`config.mk`:
```
export PLATFORM = sky130hd
export DESIGN_NAME = radio_emulator
export DESIGN_NICKNAME = d
export VERILOG_FILES = /design/src/rtl/radio_pkg.sv /design/src/rtl/radio_lfsr.sv /design/src/rtl/radio_emulator.sv
export SDC_FILE = /design/constraint.sdc
export NUM_CORES = 1
export LEC_CHECK = 0
export CAP_MARGIN = 20
export CORE_MARGIN = 5
export CORE_UTILIZATION = 59
export DETAILED_ROUTE_END_ITERATION = 8
export PLACE_DENSITY_LB_ADDON = 0.12
export SETUP_SLACK_MARGIN = 0.15
export SYNTH_ARGS = -nofsm -noshare
export SYNTH_HDL_FRONTEND = slang
export SYNTH_SLANG_ARGS = --single-unit
```
`constraint.sdc`:
```
create_clock -name clk16 -period 2.7 [get_ports clk16]
set_input_delay 0.675 -clock clk16 [delete_from_list [all_inputs] [get_ports clk16]]
set_output_delay 0.675 -clock clk16 [all_outputs]
set_load 0.01 [all_outputs]
```
`src/rtl/radio_pkg.sv`:
```
// Shared constants and types for the synthetic MAX2769 radio source.
package radio_pkg;

   localparam int LFSR_W = 16;
   // Right-shift Fibonacci form of x^16+x^14+x^13+x^11+1: feedback from bits 0,2,3,5.
   localparam logic [LFSR_W-1:0] LFSR_TAPS   = 16'h002D;
   localparam logic [LFSR_W-1:0] LFSR_SEED_I = 16'hACE1;
   localparam logic [LFSR_W-1:0] LFSR_SEED_Q = 16'h1D2B;

   typedef logic [4:0] ant_idx_t;

   typedef enum logic {
      IDLE = 1'b0,
      RUN  = 1'b1
   } emu_state_t;

endpackage

```
`src/rtl/radio_lfsr.sv`:
```
// 16-bit Fibonacci noise LFSR; noise is bit 0 of the current state, step advances it once.
module radio_lfsr
   import radio_pkg::*;
#(
   parameter logic [LFSR_W-1:0] SEED = LFSR_SEED_I
) (
   input  logic clk16,
   input  logic rst,
   input  logic step,
   output logic noise
);

   logic [LFSR_W-1:0] state;

   assign noise = state[0];

   always_ff @(posedge clk16) begin
      if (rst) begin
         state <= SEED;
      end else if (step) begin
         state <= {^(state & LFSR_TAPS), state[LFSR_W-1:1]};
      end
   end

endmodule

```
`src/rtl/radio_emulator.sv`:
```
// Synthetic multi-antenna 1-bit I/Q source: shared LFSR noise through a history line,
// tapped per antenna at a programmable lag, free-running or in bursts.
module radio_emulator
   import radio_pkg::*;
#(
   parameter int NUM_ANT    = 24,
   parameter int MAX_DELAY  = 15,
   parameter int DELAY_W    = 4,
   parameter int SAMPLE_DIV = 1
) (
   input  logic               clk16,
   input  logic               rst,
   input  logic               start,
   input  logic               stop,
   input  logic [31:0]        burst_len,
   input  logic               wr_en,
   input  ant_idx_t           wr_addr,
   input  logic [DELAY_W-1:0] wr_delay,
   output logic [NUM_ANT-1:0] out_radio_i,
   output logic [NUM_ANT-1:0] out_radio_q,
   output logic               running,
   output logic               done,
   output logic [31:0]        sample_count
);

   localparam int DIV_W = (SAMPLE_DIV > 1) ? $clog2(SAMPLE_DIV) : 1;
   localparam logic [DIV_W-1:0] DIV_LAST = DIV_W'(SAMPLE_DIV - 1);

   emu_state_t         state;
   logic [DIV_W-1:0]   div;
   logic [MAX_DELAY:0] hist_i, hist_q;
   logic [MAX_DELAY:0] hist_i_next, hist_q_next;
   logic [DELAY_W-1:0] delay [NUM_ANT];
   logic               noise_i, noise_q;
   logic               strobe, last;

   // stop takes priority over the sample that would otherwise be emitted this cycle.
   assign strobe      = (state == RUN) && !stop && (div == '0);
   assign last        = strobe && (burst_len != '0) && (sample_count + 32'd1 == burst_len);
   assign hist_i_next = {hist_i[MAX_DELAY-1:0], noise_i};
   assign hist_q_next = {hist_q[MAX_DELAY-1:0], noise_q};
   assign running     = (state == RUN);

   radio_lfsr #(.SEED(LFSR_SEED_I)) u_lfsr_i (
      .clk16 (clk16),
      .rst   (rst),
      .step  (strobe),
      .noise (noise_i)
   );

   radio_lfsr #(.SEED(LFSR_SEED_Q)) u_lfsr_q (
      .clk16 (clk16),
      .rst   (rst),
      .step  (strobe),
      .noise (noise_q)
   );

   always_ff @(posedge clk16) begin
      if (rst) begin
         delay <= '{default: '0};
      end else if (wr_en && (32'(wr_addr) < NUM_ANT)) begin
         delay[wr_addr] <= (32'(wr_delay) > MAX_DELAY) ? DELAY_W'(MAX_DELAY) : wr_delay;
      end
   end

   always_ff @(posedge clk16) begin
      if (rst) begin
         state        <= IDLE;
         div          <= '0;
         hist_i       <= '0;
         hist_q       <= '0;
         out_radio_i  <= '0;
         out_radio_q  <= '0;
         done         <= 1'b0;
         sample_count <= '0;
      end else begin
         done <= 1'b0;
         case (state)
            IDLE: begin
               out_radio_i <= '0;
               out_radio_q <= '0;
               if (start && !stop) begin
                  state        <= RUN;
                  sample_count <= '0;
                  hist_i       <= '0;
                  hist_q       <= '0;
                  div          <= '0;
               end
            end
            RUN: begin
               if (stop) begin
                  state       <= IDLE;
                  done        <= 1'b1;
                  out_radio_i <= '0;
                  out_radio_q <= '0;
               end else begin
                  div <= (div == DIV_LAST) ? '0 : div + 1'b1;
                  if (strobe) begin
                     hist_i       <= hist_i_next;
                     hist_q       <= hist_q_next;
                     sample_count <= sample_count + 32'd1;
                     // Taps read the post-shift line so lag 0 is the sample just generated.
                     for (int a = 0; a < NUM_ANT; a++) begin
                        out_radio_i[a] <= hist_i_next[delay[a]];
                        out_radio_q[a] <= hist_q_next[delay[a]];
                     end
                     if (last) begin
                        state <= IDLE;
                        done  <= 1'b1;
                     end
                  end
               end
            end
            default: state <= IDLE;
         endcase
      end
   end

endmodule

```
Word-level counts from Yosys, hierarchy flattened:

Index checks and enable logic that the tools add are counted.

* register bits after elaboration: 241
* input bits: 46

* add/sub/neg operators: 2
* magnitude comparators: 27
* equal/unequal tests: 5
* mux-type cells: 128
* bitwise gates (word level): 3
* reductions and logical operators: 14

Operators by type and width (count)
* 1-bit binary-select mux with 4-bit select: 48
* 4-bit by 5-bit less-than comparator with 1-bit output (second input constant): 24
* 96-bit bitwise mux: 1
* 24-bit two-way mux: 4
* 32-bit two-way mux: 3
* 24-bit one-hot mux with 2 select lines: 2
* 15-bit two-way mux: 5
* 32-bit one-hot mux with 2 select lines: 1
* 15-bit one-hot mux with 2 select lines: 2
* 1-bit two-way mux: 58
* 32-bit by 1-bit adder with 32-bit output (second input constant): 1
* 32-bit equality test: 1
* 32-bit nonzero test: 1
* 16-bit parity: 2
* 4-bit demux with 5-bit select: 1
* 1-bit logical AND: 7
* 6-bit greater-or-equal comparator (second input constant): 1
* 6-bit by 1-bit less-than comparator with 1-bit output (second input constant): 1
* 5-bit NOT with 6-bit output: 1
* 5-bit less-than comparator (second input constant): 1
* 4-bit two-way mux: 1
* 2-bit inequality test (second input constant): 2
* 1-bit one-hot mux with 2 select lines: 2
* 3-bit by 2-bit inequality test with 1-bit output (second input constant): 1
* 7 further kinds: 8

Longest topological paths before layout:

* depth after elaboration: 9
* gate-level depth with buffers: 10
* depth with buffers taken out: 9

Modules after synthesis:

A second synthesis with hierarchy kept.

* cell total of the unflattened synthesis: 1466
* area total of the unflattened synthesis: 15732.6 um2

By module, submodules not included
* radio_emulator: times used 1, cells each 1356, area each 14513.9 um2
* radio_lfsr at u_lfsr_q: times used 1, cells each 55, area each 619.3 um2
* radio_lfsr at u_lfsr_i: times used 1, cells each 55, area each 599.3 um2

Worst setup path after synthesis:

OpenSTA, ideal clock, no wires.

* path kind: register to register
* from: register sample_count[0]
* to: register done
* library setup time: 58 ps
* data arrival time: 2441 ps
* data required time: 2642 ps
* setup slack: 201 ps
* stages on the path, launching flop included: 10
* period minus slack after synthesis: 2499 ps
* cell sequence: dfxtp_1 > ha_1 > nand3_2 > or4b_2 > o2111ai_1 > o21a_1 > nand4_1 > nor4_1 > and4_1 > o211a_1

* word-level cells in the longest chain between the ends: 6

RTL lines
* from (decl): RTL line radio_emulator.sv:23 `output logic [31:0] sample_count`
* from (signal assigned): RTL line radio_emulator.sv:101 `sample_count <= sample_count + 32'd1;`
* 32-bit by 1-bit adder with 32-bit output: RTL line radio_emulator.sv:39 `assign last = strobe && (burst_len != '0) && (sample_count + 32'd1 == burst_len);`
* 32-bit equality test: RTL line radio_emulator.sv:39
* 1-bit logical AND: RTL line radio_emulator.sv:39
* 1-bit two-way mux: RTL line radio_emulator.sv:107 `if (last) begin`
* 1-bit two-way mux: RTL line radio_emulator.sv:98 `if (strobe) begin`
* 1-bit two-way mux: RTL line radio_emulator.sv:91 `if (stop) begin`
* to (signal assigned): RTL line radio_emulator.sv:74 `done <= 1'b0;`
* to (signal assigned): RTL line radio_emulator.sv:93 `done <= 1'b1;`
* to (signal assigned): RTL line radio_emulator.sv:109 `done <= 1'b1;`
* to (decl): RTL line radio_emulator.sv:22 `output logic done,`

No other way between the ends.
A chain may end at the register's enable or synchronous reset.

Final worst setup path:

* from: register sample_count[10]
* to: register done

Same word-level chain as after synthesis.

==> reports/qor.txt <==
Post-Syn Instances -> 1482
Register area share after synthesis -> 31.0%
Tmin final -> 2.51 ns
Count of cell types in the netlist -> 62
Clock Skews -> 0.0124 ns
Period utilisation layout -> 92.9%
Largest net degree at the start of global routing -> 100
Grt total ovfl -> 0
Post-synth EDFFs -> 0
Final setup fails -> 0
Clk root buf -> clkbuf_16
Synth top area share -> 34.8%
Global-route wire length before repair -> 74.5 mm
FF-to-FF End -> done
Die height -> 172 um
Final net count -> 1614
Commonest non-fill, non-tap cells in the layout -> mux4_2, dfxtp_1, nand2_1, clkdlybuf4s50_1, a21oi_1
Post-Syn Nets -> 1529
TritonCTS Buffers -> 27
Tot Pwr -> 7.86 mW
F_max -> 398 MHz
Hold Crit Start -> u_lfsr_q.state[10]
Hold depth -> 2
GRT Total Usage -> 32.3%
Final Max Tran Viols -> 0
Placed inst area -> 0.0174 sq mm
H-tree depth -> 1
First DRT Iteration DRCs -> 1936
Die Span X -> 172 um
Commonest non-fill, non-tap cell in the layout -> mux4_2
Via density per instance -> 7.04
Core Region -> 0.0260 sq mm
Final Instance Area -> 0.0188 sq mm
Slew HR -> 13.2%
RR Startpoint -> sample_count[10]
Post-DR wirelength/cell -> 25.2 um
DP HPWL -> 28.5 mm
Dominant cells by area after synthesis -> mux4_2, dfxtp_1, nand2_1, clkbuf_1, a21oi_1
Critical path arrival -> 3.00 ns
Clock-pin slew on the worst setup and hold paths -> 0.06 ns
Num rows -> 59
Leading area contributor after synthesis -> mux4_2
Ant. Diodes -> 0
CP Max Fanout -> 5
Setup TNS -> 0 ns
RePlAce Congestion -> 0.931
Initial antenna violation count -> 0
Outcome -> finished, final reports clean
Synthesis-to-layout area growth -> 21.0%
Worst Tran Pin Value -> 1.30 ns
FF-to-FF setup slack -> 0.19 ns
I/O Buffers -> 127
Commonest register cell after synthesis -> dfxtp_1
Layout cell share with drive strength beyond 1 -> 28.4%
DRC -> 0
WP data required -> 3.19 ns
Ys Warns -> 0
Post-synthesis cell area -> 0.0155 sq mm
Worst hold endpoint -> u_lfsr_q.state[9]
CP startpoint kind -> register
Ys async rst share -> 0%
Max-cap violation count -> 0
Hold Path Class -> reg -> reg
P_leak -> 5.96 nW
Vias post-DR -> 13500
PwrDens -> 419 mW/mm^2
Worst skew pair latency -> 0.55 ns
RSZ-0062 raised after global routing -> false
Final ANT Viol Nets -> 0
Vias in the first global route -> 13100
Fin. Hold Viols -> 0
Worst VDD drop -> 0.535 mV
WL final -> 48.4 mm
Die ar. -> 0.0297 sq mm
Initial core utilization -> 59.7%
Clock Sinks -> 240
CTS tree -> built
Drt pass-1 iters -> 6
Maximum root-to-sink buffer count -> 3
FF+latch count, synth -> 240
Syn_area_per_cell -> 10.5 sq um
Reg2Reg Depth -> 8
Worst Path Class, Setup -> reg -> reg
Worst setup EP type -> register
Top Ports -> 128
-- cell usage after synthesis, types with 12 or more instances --
master	count
nor4_1	18
mux4_2	240
a21oi_1	118
nor3_1	12
nand3_1	105
nor2_1	66
xnor2_1	41
o21ai_0	28
xor2_1	12
dfxtp_1	240
mux2i_1	25
clkbuf_1	167
nand4_1	17
a22o_1	30
nand2_1	183
and2_1	51
buf_1	23
-- logic make-up after synthesis --
logic type / Yosys count / synth area share, %
xor+xnor: 53 / 2.99
flops: 240 / 31.0
buf+inv: 207 / 5.24
fa+ha+maj: 1 / 0.0806
simple gates: 505 / 16.1
compound gates: 211 / 8.21
mux: 265 / 36.4
-- through the flow --
step | utilization (%) | setup slack, ns | hold WS, ns | instances
after floorplan | - | 0.201 | 0.432 | 1482
after global placement | 66.8 | -0.179 | 0.437 | 1846
after detailed placement | 67.0 | -0.211 | 0.442 | 1849
after CTS | 70.4 | 0.169 | 0.451 | 1898
after global routing | 72.3 | 0.0989 | 0.468 | 1922
final | 72.3 | 0.190 | 0.449 | 1922
-- state kept, by name, summed over array words and instances, names as in the netlist --
register	flops
delay	96
sample_count	32
out_radio_i	24
out_radio_q	24
u_lfsr_i.state	16
u_lfsr_q.state	16
hist_i	15
hist_q	15
done	1
running	1
-- how the worst max path moves through the flow --
stage	startpoint	end	slack, ns
after floorplan	sample_count[0]	done	0.20
after global placement	burst_len[4]	done	-0.18
after detailed placement	burst_len[4]	done	-0.21
after CTS	sample_count[0]	done	0.17
after global routing	sample_count[10]	done	0.1
final	sample_count[10]	done	0.19
-- worst max-delay path: stages, from the launching register on --
cell and delay [ns]:
dfxtp_2 0.34, nand3_2 0.09, or4_4 0.65, nor4_4 0.36, xnor2_1 0.18, o22ai_2 0.10, nor4_2 0.30, and4_4 0.30
o211a_1 0.14
-- cell type report --
class	count	area [sq um]
clock buffer	37	773
clock inverter	12	103
fill	1820	7210
inverter	6	22.5
multi-input combinational	1035	9970
sequential	240	4810
tap	335	419
timing repair buffer	257	2680
-- routing by layer --
layer | GRT usage [%] | part of all wire [%]
met4 | 10.6 | 4.4
met2 | 49.6 | 45
met5 | 0 | 0
met3 | 8.02 | 15
met1 | 45.5 | 36
-- power by group --
part	total, mW	switching, mW	internal, mW
clock	3.61	1.52	2.10
combinational	0.619	0.322	0.297
sequential	3.63	0.0466	3.58
-- timing repair --
action                     4_1_cts  5_1_grt
gates resized for setup          0       20
setup endpoints to repair        0        4
hold buffers                     0        0
setup buffers                    0        8
Power figures use the tool's default switching activity.
